--- src/rtl/axil_pkg.sv ---
// axil_pkg: shared types for the AXI4-Lite master engine.
// Response codes, engine state encodings, default protection.
package axil_pkg;

  typedef enum logic [1:0] {
    OKAY   = 2'b00,
    EXOKAY = 2'b01,
    SLVERR = 2'b10,
    DECERR = 2'b11
  } resp_t;

  typedef enum logic [1:0] {
    W_IDLE,
    W_REQ,
    W_RESP
  } wr_state_t;

  typedef enum logic [1:0] {
    R_IDLE,
    R_ADDR,
    R_DATA
  } rd_state_t;

  localparam logic [2:0] PROT_DEFAULT = 3'b000;

endpackage

--- src/rtl/axil_wdog.sv ---
// axil_wdog: busy-cycle counter with a sticky timeout flag.
// Counter saturates at the limit and clears whenever busy drops.
module axil_wdog #(
  parameter int unsigned TIMEOUT_CYC = 1024
) (
  input  logic ACLK,
  input  logic ARESETn,
  input  logic busy,
  output logic tmo
);

  localparam int CW = $clog2(TIMEOUT_CYC + 1);
  localparam logic [CW-1:0] LIMIT = CW'(TIMEOUT_CYC);

  logic [CW-1:0] cnt;

  // count busy cycles, latch the flag once the limit is reached
  always_ff @(posedge ACLK or negedge ARESETn) begin
    if (!ARESETn) begin
      cnt <= '0;
      tmo <= 1'b0;
    end else begin
      if (!busy) begin
        cnt <= '0;
      end else if (cnt != LIMIT) begin
        cnt <= cnt + CW'(1);
      end
      if (cnt == LIMIT) begin
        tmo <= 1'b1;
      end
    end
  end

endmodule

--- src/rtl/axil_master_ctrl.sv ---
// axil_master_ctrl: request/response to AXI4-Lite master engine.
// Optional watchdog built when AXIL_MASTER_WDOG_EN is defined.
module axil_master_ctrl
  import axil_pkg::*;
#(
  parameter int ADDR_W = 32,
  parameter int DATA_W = 32,
  parameter int TIMEOUT_CYC = 1024,
  localparam int STRB_W = DATA_W / 8
) (
  input  logic              ACLK,
  input  logic              ARESETn,
  input  logic              wr_req_valid,
  output logic              wr_req_ready,
  input  logic [ADDR_W-1:0] wr_req_addr,
  input  logic [DATA_W-1:0] wr_req_data,
  input  logic [STRB_W-1:0] wr_req_strb,
  input  logic [2:0]        wr_req_prot,
  output logic              wr_done,
  output logic [1:0]        wr_resp,
  input  logic              rd_req_valid,
  output logic              rd_req_ready,
  input  logic [ADDR_W-1:0] rd_req_addr,
  input  logic [2:0]        rd_req_prot,
  output logic              rd_done,
  output logic [DATA_W-1:0] rd_data,
  output logic [1:0]        rd_resp,
  output logic              AWVALID,
  input  logic              AWREADY,
  output logic [ADDR_W-1:0] AWADDR,
  output logic [2:0]        AWPROT,
  output logic              WVALID,
  input  logic              WREADY,
  output logic [DATA_W-1:0] WDATA,
  output logic [STRB_W-1:0] WSTRB,
  input  logic              BVALID,
  output logic              BREADY,
  input  logic [1:0]        BRESP,
  output logic              ARVALID,
  input  logic              ARREADY,
  output logic [ADDR_W-1:0] ARADDR,
  output logic [2:0]        ARPROT,
  input  logic              RVALID,
  output logic              RREADY,
  input  logic [DATA_W-1:0] RDATA,
  input  logic [1:0]        RRESP,
  output logic              tmo_err
);

  wr_state_t w_st, w_nx;
  rd_state_t r_st, r_nx;
  logic aw_done, w_done;
  logic wr_acc, aw_hs, w_hs, b_hs;
  logic rd_acc, r_hs;

  // state registers for both engines
  always_ff @(posedge ACLK or negedge ARESETn) begin
    if (!ARESETn) begin
      w_st <= W_IDLE;
      r_st <= R_IDLE;
    end else begin
      w_st <= w_nx;
      r_st <= r_nx;
    end
  end

  // write engine: next state and channel controls
  always_comb begin
    w_nx = w_st;
    wr_req_ready = 1'b0;
    AWVALID = 1'b0;
    WVALID = 1'b0;
    BREADY = 1'b0;
    unique case (w_st)
      W_IDLE: begin
        wr_req_ready = 1'b1;
        if (wr_req_valid) w_nx = W_REQ;
      end
      W_REQ: begin
        AWVALID = !aw_done;
        WVALID = !w_done;
        if ((aw_done || AWREADY) &&
            (w_done || WREADY)) begin
          w_nx = W_RESP;
        end
      end
      W_RESP: begin
        BREADY = 1'b1;
        if (BVALID) w_nx = W_IDLE;
      end
      default: w_nx = W_IDLE;
    endcase
    wr_acc = wr_req_valid && wr_req_ready;
    aw_hs = AWVALID && AWREADY;
    w_hs = WVALID && WREADY;
    b_hs = BVALID && BREADY;
  end

  // write engine: captured command, flags, response
  always_ff @(posedge ACLK or negedge ARESETn) begin
    if (!ARESETn) begin
      AWADDR <= '0;
      AWPROT <= PROT_DEFAULT;
      WDATA <= '0;
      WSTRB <= '0;
      aw_done <= 1'b0;
      w_done <= 1'b0;
      wr_resp <= OKAY;
      wr_done <= 1'b0;
    end else begin
      wr_done <= 1'b0;
      if (wr_acc) begin
        AWADDR <= wr_req_addr;
        AWPROT <= wr_req_prot;
        WDATA <= wr_req_data;
        WSTRB <= wr_req_strb;
        aw_done <= 1'b0;
        w_done <= 1'b0;
      end
      if (aw_hs) aw_done <= 1'b1;
      if (w_hs) w_done <= 1'b1;
      if (b_hs) begin
        wr_resp <= BRESP;
        wr_done <= 1'b1;
      end
    end
  end

  // read engine: next state and channel controls
  always_comb begin
    r_nx = r_st;
    rd_req_ready = 1'b0;
    ARVALID = 1'b0;
    RREADY = 1'b0;
    unique case (r_st)
      R_IDLE: begin
        rd_req_ready = 1'b1;
        if (rd_req_valid) r_nx = R_ADDR;
      end
      R_ADDR: begin
        ARVALID = 1'b1;
        if (ARREADY) r_nx = R_DATA;
      end
      R_DATA: begin
        RREADY = 1'b1;
        if (RVALID) r_nx = R_IDLE;
      end
      default: r_nx = R_IDLE;
    endcase
    rd_acc = rd_req_valid && rd_req_ready;
    r_hs = RVALID && RREADY;
  end

  // read engine: captured command and returned data
  always_ff @(posedge ACLK or negedge ARESETn) begin
    if (!ARESETn) begin
      ARADDR <= '0;
      ARPROT <= PROT_DEFAULT;
      rd_data <= '0;
      rd_resp <= OKAY;
      rd_done <= 1'b0;
    end else begin
      rd_done <= 1'b0;
      if (rd_acc) begin
        ARADDR <= rd_req_addr;
        ARPROT <= rd_req_prot;
      end
      if (r_hs) begin
        rd_data <= RDATA;
        rd_resp <= RRESP;
        rd_done <= 1'b1;
      end
    end
  end

`ifdef AXIL_MASTER_WDOG_EN
  logic w_tmo, r_tmo;

  axil_wdog #(
    .TIMEOUT_CYC(TIMEOUT_CYC)
  ) u_wdog_wr (
    .ACLK(ACLK),
    .ARESETn(ARESETn),
    .busy(w_st != W_IDLE),
    .tmo(w_tmo)
  );

  axil_wdog #(
    .TIMEOUT_CYC(TIMEOUT_CYC)
  ) u_wdog_rd (
    .ACLK(ACLK),
    .ARESETn(ARESETn),
    .busy(r_st != R_IDLE),
    .tmo(r_tmo)
  );

  assign tmo_err = w_tmo | r_tmo;
`else
  localparam int unused_tmo = TIMEOUT_CYC;
  assign tmo_err = 1'b0;
`endif

endmodule

--- config.mk ---
export PLATFORM = sky130hd
export DESIGN_NAME = axil_master_ctrl
export DESIGN_NICKNAME = d
export VERILOG_FILES = /design/src/rtl/axil_pkg.sv /design/src/rtl/axil_wdog.sv /design/src/rtl/axil_master_ctrl.sv
export SDC_FILE = /design/constraint.sdc
export NUM_CORES = 1
export LEC_CHECK = 0
export CORE_MARGIN = 2
export CORE_UTILIZATION = 35
export CTS_CLUSTER_SIZE = 10
export DETAILED_ROUTE_END_ITERATION = 7
export GPL_ROUTABILITY_DRIVEN = 0
export PLACE_DENSITY = 0.71
export SLEW_MARGIN = 10
export SYNTH_ARGS = -nofsm -noshare
export SYNTH_HDL_FRONTEND = slang
export SYNTH_SLANG_ARGS = --single-unit
--- constraint.sdc ---
create_clock -name ACLK -period 2.2 [get_ports ACLK]
set_input_delay 0.44 -clock ACLK [delete_from_list [all_inputs] [get_ports ACLK]]
set_output_delay 0.44 -clock ACLK [all_outputs]
set_load 0.02 [all_outputs]
==> key figures <==
Setup path
  – CP Launch Type: flip-flop
  – CP Max Fanout: 10
  – Crit path buf inv count: 1
  – Crit path cell chain: nor3b_1 > dlygate4sd2_1
  – Crit path max-delay family: flip-flops
  – CP Data Required Time: 1.76 ns
  – Slowest-stage cell, CP: dfrtp_1
  – CP endpoint kind: output port
  – Crit path largest cell delay: 0.52 ns
  – Critical Setup Path Class: flip-flop to output port
  – Critical Path AT: 1.66 ns

Route
  – DR vias: 3,942
  – Drt pass-1 iters: 4
  – Final WL: 15,500 um
  – DRC viols: 0
  – Via density: 4.46
  – Iteration-0 DRC Markers: 109
  – Routed Antenna Nets: 0
  – WL/cell: 17.5 um

Timing
  – Setup-failing EPs final: 0
  – Fmax: 477 MHz
  – Final setup margin: 0.101 ns
  – Min Hold Slack: 0.485 ns
  – Worst Tran Pin Value: 0.503 ns
  – Final Max Tran Viols: 0
  – Slew margin rel.: 66.4%
  – Final period util: 95.4%
  – Setup TNS: 0 ns
  – Final hold vios: 0
  – Unrepaired setup endpoints after global routing: no
  – Fin Clk Skew: 0.00719 ns
  – Minimum clock period: 2.10 ns

CTS
  – Clock-pin transition on the worst setup and hold timing paths: 0.06 ns
  – Clock buffer count from CTS: 17
  – Longest Clk Path Bufs: 2
  – CTS tree: built
  – Worst-Skew Late Latency: 0.41 ns
  – Root buf cell: clkbuf_16
  – Clock sink count: 150
  – Max H-tree Level: 4

Yosys
  – Seq/Total Area, Yosys: 62.1%
  – Synth cell count leaders: dfrtp_1 (150), mux2_4 (70), mux2_2 (44)
  – Cell variety after synth: 22
  – Gate Count Post-Synth: 337
  – Synthesized area: 6050 um2
  – Top FF cell, synth: dfrtp_1
  – Syn Nets: 488
  – FF+latch count, synth: 150
  – Synthesized area per cell: 17.9 um2
  – Post-synth EDFFs: 0
  – Area leader, netlist: dfrtp_1
  – Post-synth ARST share: 100%
  – Most frequent cell after synthesis: dfrtp_1
  – Top-area cell type share of the netlist area: 62.1%
  – Synth area leaders: dfrtp_1 (62%), mux2_4 (17%), mux2_2 (8.2%), mux2_1 (5.2%), buf_12 (2.3%)
  – Yosys warning count: 0

Power and ir drop
  – Leakage: 4.27 nW
  – Power Density: 1600 nW/um2
  – Max VDD drop: 0.835 mV

Cells and area
  – Antenna cells: 0
  – Post-Route Utilization: 57.5%
  – Area of the multi-input gates: 2050 um2
  – Nets@finish: 798
  – Post-route cell area: 9850 um2
  – Area Overhead vs Synth: 62.8%
  – Register Area: 3750 um2
  – Filler cells: 1,378
  – Layout cells sized above 1: 23.5%

Job
  – Total of max-cap violations: 0

Floorplanning
  – Core Box Area: 17,100 um2
  – Die X: 135 um
  – Die height: 135 um
  – Row Count: 48
  – Io pins: 303
  – Full die area: 18,300 um2
  – Initial Utilization: 35.3%

Placed design
  – Place WS: 0.108 ns
  – Area after DPL: 9250 um2
  – DP Wirelength: 11,600 um
  – Port buffer count: 301

Global routing
  – Overall routing resource usage: 16.9%
  – First-pass GRT wire length: 23,700 um
  – Largest net degree at the start of global routing: 52
  – Vias in the first global route: 4,267
  – Grt total ovfl: 0
  – Antenna violations before repair: 0

Run status
  – Status: complete, no violations

Hold path
  – Min-delay worst type: flip-flop to flip-flop
==> where the power goes <==
group | internal (mW) | total, mW | switching (mW)
Combinational | 4.40 | 7.82 | 3.42
Clock | 1.81 | 2.93 | 1.12
Sequential | 4.17 | 5.01 | 0.839
Total | 10.4 | 15.8 | 5.38
==> flip-flops by register name (all words and copies together) (netlist names), 2 cells and up <==
register / cells
ARADDR: 32
AWPROT: 3
w_st: 2
wr_resp: 2
r_st: 2
rd_resp: 2
WSTRB: 4
ARPROT: 3
rd_data: 32
AWADDR: 32
WDATA: 32
==> stage by stage <==
step / power, mW / std cells
after floorplan: 9.37 / 337
after global placement: 12.8 / 852
after detailed placement: 13.0 / 852
after CTS: 16.0 / 884
after global routing: 16.5 / 884
final: 15.8 / 884
==> cell usage in the layout (no fill, tap or decap), drive strengths merged, types with 2 or more instances in the layout <==
| cell type | synthesis | final |
|---|---|---|
| a22o | 4 | 4 |
| buf | 18 | 8 |
| bufinv | 0 | 3 |
| clkbuf | 0 | 19 |
| clkdlybuf4s50 | 0 | 294 |
| clkinv | 0 | 5 |
| clkinvlp | 0 | 3 |
| dfrtp | 150 | 150 |
| dlygate4sd2 | 0 | 5 |
| inv | 5 | 6 |
| mux2 | 142 | 142 |
| nand3b | 2 | 2 |
| nor2 | 3 | 3 |
| nor2b | 3 | 3 |
| nor3b | 4 | 4 |
==> cell type report <==
| class | instances | share of cell area (%) |
|---|---|---|
| clock buffer | 19 | 4.50 |
| clock inverter | 12 | 1.56 |
| inverter | 5 | 0.191 |
| multi-input combinational | 164 | 20.8 |
| sequential | 150 | 38.1 |
| tap | 225 | 2.86 |
| timing repair buffer | 309 | 32.0 |
==> final timing paths <==
check	end	slack (ns)	start	cells after the start
worst max-delay path	AWVALID	0.10	w_st[0]	2
worst min-delay path	ARADDR[14]	0.49	ARADDR[14]	1
worst max register to register	AWADDR[3]	0.56	w_st[0]	3
worst min register to register	ARADDR[14]	0.49	ARADDR[14]	1
max in group asynchronous	rd_data[7]	1.03	ARESETn	3
min in group asynchronous	ARADDR[12]	0.56	ARESETn	2
==> what timing repair did <==
action	in CTS	in global routing
hold buffers	1	0
setup buffers	0	0
endpoints found under the setup margin	5	1
endpoints found under the hold margin	48	0
resized for setup	5	1
pin swaps	0	0
==> cells by family (layout without fill, tap and decap cells) <==
logic type | after synthesis | after routing | share of synthesized area [%]
DFF | 150 | 150 | 62.1
buffers and inverters | 23 | 345 | 4.24
other | 1 | 1 | 0.0620
and+or+nand+nor | 14 | 14 | 1.88
AOI/OAI and AO/OA | 7 | 7 | 0.972
muxes | 142 | 142 | 30.8
==> metal layers <==
metal	GRT usage, %	up-vias	wire length [um]
li1	-	1798	-
met1	19.3	1942	5860
met2	29.5	182	7940
met3	6.29	20	1400
met4	5.44	0	272
met5	0	-	0
(Power assumes the default switching activity.)
==> RTL edit: new RTL, config.mk and constraints unchanged <==
Set the parameter `DATA_W` to 24 (it was 32).
--- a/src/rtl/axil_master_ctrl.sv
+++ b/src/rtl/axil_master_ctrl.sv
@@ -4,7 +4,7 @@
   import axil_pkg::*;
 #(
   parameter int ADDR_W = 32,
-  parameter int DATA_W = 32,
+  parameter int DATA_W = 24,
   parameter int TIMEOUT_CYC = 1024,
   localparam int STRB_W = DATA_W / 8
 ) (
Ports: changed (6 resized); port bits go from 303 to 269. The function was not compared with the original's and may differ.
==> RTL edit against the original RTL <==
  * Sequential share of layout area fell by 0.64 points
  * Clock skew decreased by 0.00075 ns
  * Final cell count down 11%
  * Combinational power down 9.5%
  * Sequential cell count shrank 17
  * Fmax is 4.0% higher
  * Wire length down 13%
  * Synthesized cell count is 10% lower
  * Largest power group unchanged
  * Setup slack improved by 0.080 ns
  * Synthesized area fell by 11%
  * Total power shrank 8.2%
  * Final area down 9.8%
  * Largest cell class unchanged
==> RTL edit: results (changes against the original RTL) <==
\begin{tabular}{lr}
\hline
Metric & Value \\
\hline
\multicolumn{2}{l}{\textbf{Status}} \\
Status & finished clean \\
\multicolumn{2}{l}{\textbf{Hold path}} \\
Hold Crit Class & input port to asynchronous set/reset pin \\
\multicolumn{2}{l}{\textbf{Cells and area}} \\
Final clock-cell share & 0.0700 (+0.00939) \\
Layout clock buffers & 24 (+5) \\
Layout cells sized above 1 & 0.277 (+0.0416) \\
Count of multi-input gates & 147 (-10\%) \\
Register area & 3330 µm² (-11\%) \\
Multi-input gate area in the final layout & 1810 µm² (-12\%) \\
Relative area of non-clock buffer cells in the final design & 0.323 (+0.00368) \\
Number of nets in the layout & 717 (-10\%) \\
\multicolumn{2}{l}{\textbf{Critical path}} \\
Setup slack of the most critical reg-to-reg path & 0.56 ns (about the same) \\
Maximum net fanout on the critical path & 5 (-5) \\
Data arrival, critical path & 1.58 ns (-0.08 ns) \\
\multicolumn{2}{l}{\textbf{Power}} \\
Peak supply drop & 0.710 mV (-15\%) \\
Leak Pwr & 3.86 nW (-9.4\%) \\
Combinational share of power & 0.489 (-0.007) \\
Fraction of power spent switching nets & 0.332 (-0.00898) \\
\multicolumn{2}{l}{\textbf{Synthesis}} \\
Most numerous cell types in the synthesized netlist & sky130\_fd\_sc\_hd\_\_dfrtp\_1 (133), sky130\_fd\_sc\_hd\_\_mux2\_4 (60), sky130\_fd\_sc\_hd\_\_mux2\_2 (58) \\
Mapped Nets & 436 (-11\%) \\
Largest cells by area after synthesis & sky130\_fd\_sc\_hd\_\_dfrtp\_1 (62\%), sky130\_fd\_sc\_hd\_\_mux2\_4 (17\%), sky130\_fd\_sc\_hd\_\_mux2\_2 (12\%) \\
Post-synthesis register bit count & 133 (-11\%) \\
Sequential area share after synthesis & 0.620 (about the same) \\
\multicolumn{2}{l}{\textbf{STA}} \\
Max-slew headroom at the worst pin & 0.646 (-0.0182) \\
Setup clock skew after layout & 0.00644 ns (-0.000746 ns) \\
Share of the cycle needed by the critical path after routing & 0.918 (-0.0363) \\
\multicolumn{2}{l}{\textbf{Route}} \\
Drt initial violations & 115 (+5.5\%) \\
Via Count & 3539 (-10\%) \\
Routed wire length & 13400 µm (-13\%) \\
\multicolumn{2}{l}{\textbf{GRT}} \\
Largest net degree at the start of global routing & 39 (-25\%) \\
Global-route usage over all layers & 0.170 (+0.000212) \\
Global-route wire length before repair & 21300 µm (-9.9\%) \\
\multicolumn{2}{l}{\textbf{Placement}} \\
Post-detailed-placement cell area & 8260 µm² (-11\%) \\
Quantity of I/O buffers inserted on ports & 267 (-11\%) \\
\hline
\end{tabular}
RTL edit: worst paths after layout:
check	from	endpoint	depth (start not counted)
setup / recovery	r_st[1]$_DFFE_PN0P_	rd_req_ready	2
hold / removal	ARESETn	rd_data[23]$_DFFE_PN0P_	1
setup reg to reg	w_st[1]$_DFFE_PN0P_	WDATA[11]$_DFFE_PN0P_	5
hold reg to reg	rd_data[22]$_DFFE_PN0P_	rd_data[22]$_DFFE_PN0P_	1
max in group asynchronous	ARESETn	WDATA[22]$_DFFE_PN0P_	2
min in group ACLK	rd_data[22]$_DFFE_PN0P_	rd_data[22]$_DFFE_PN0P_	1
RTL edit: worst max-delay path: stages (launching register included):
cell and delay (ns):
sky130_fd_sc_hd__dfrtp_1 0.42, sky130_fd_sc_hd__nor2_1 0.12, sky130_fd_sc_hd__clkdlybuf4s50_1 0.63
RTL edit: logic make-up (layout without fill, tap and decap cells):
| group | after synthesis | after routing | synth area share |
|---|---|---|---|
| DFF | 133 | 133 | 0.620 |
| muxes | 125 | 125 | 0.304 |
| buffers and inverters | 22 | 316 | 0.0457 |
| and+or+nand+nor | 14 | 14 | 0.0180 |
| AOI/OAI and AO/OA | 7 | 7 | 0.0110 |
| other | 1 | 1 | 0.000699 |
RTL edit: stage by stage:
stage | power [W] | util | cells | hold WS (ns)
2_1_floorplan | 0.00836 | - | 302 | 0.144
3_3_place_gp | 0.0115 | 0.547 | 752 | 0.457
3_5_place_dp | 0.0116 | 0.547 | 752 | 0.465
4_1_cts | 0.0147 | 0.589 | 784 | 0.0192
5_1_grt | 0.0152 | 0.589 | 784 | 0.0439
6_report | 0.0145 | 0.589 | 784 | 0.0169
RTL edit: per-layer routing:
metal  routed length [µm]  GRT usage
met2                 6300      0.269
met3                 1250     0.0618
met5                    0          0
met1                 5660      0.211
met4                  242     0.0698
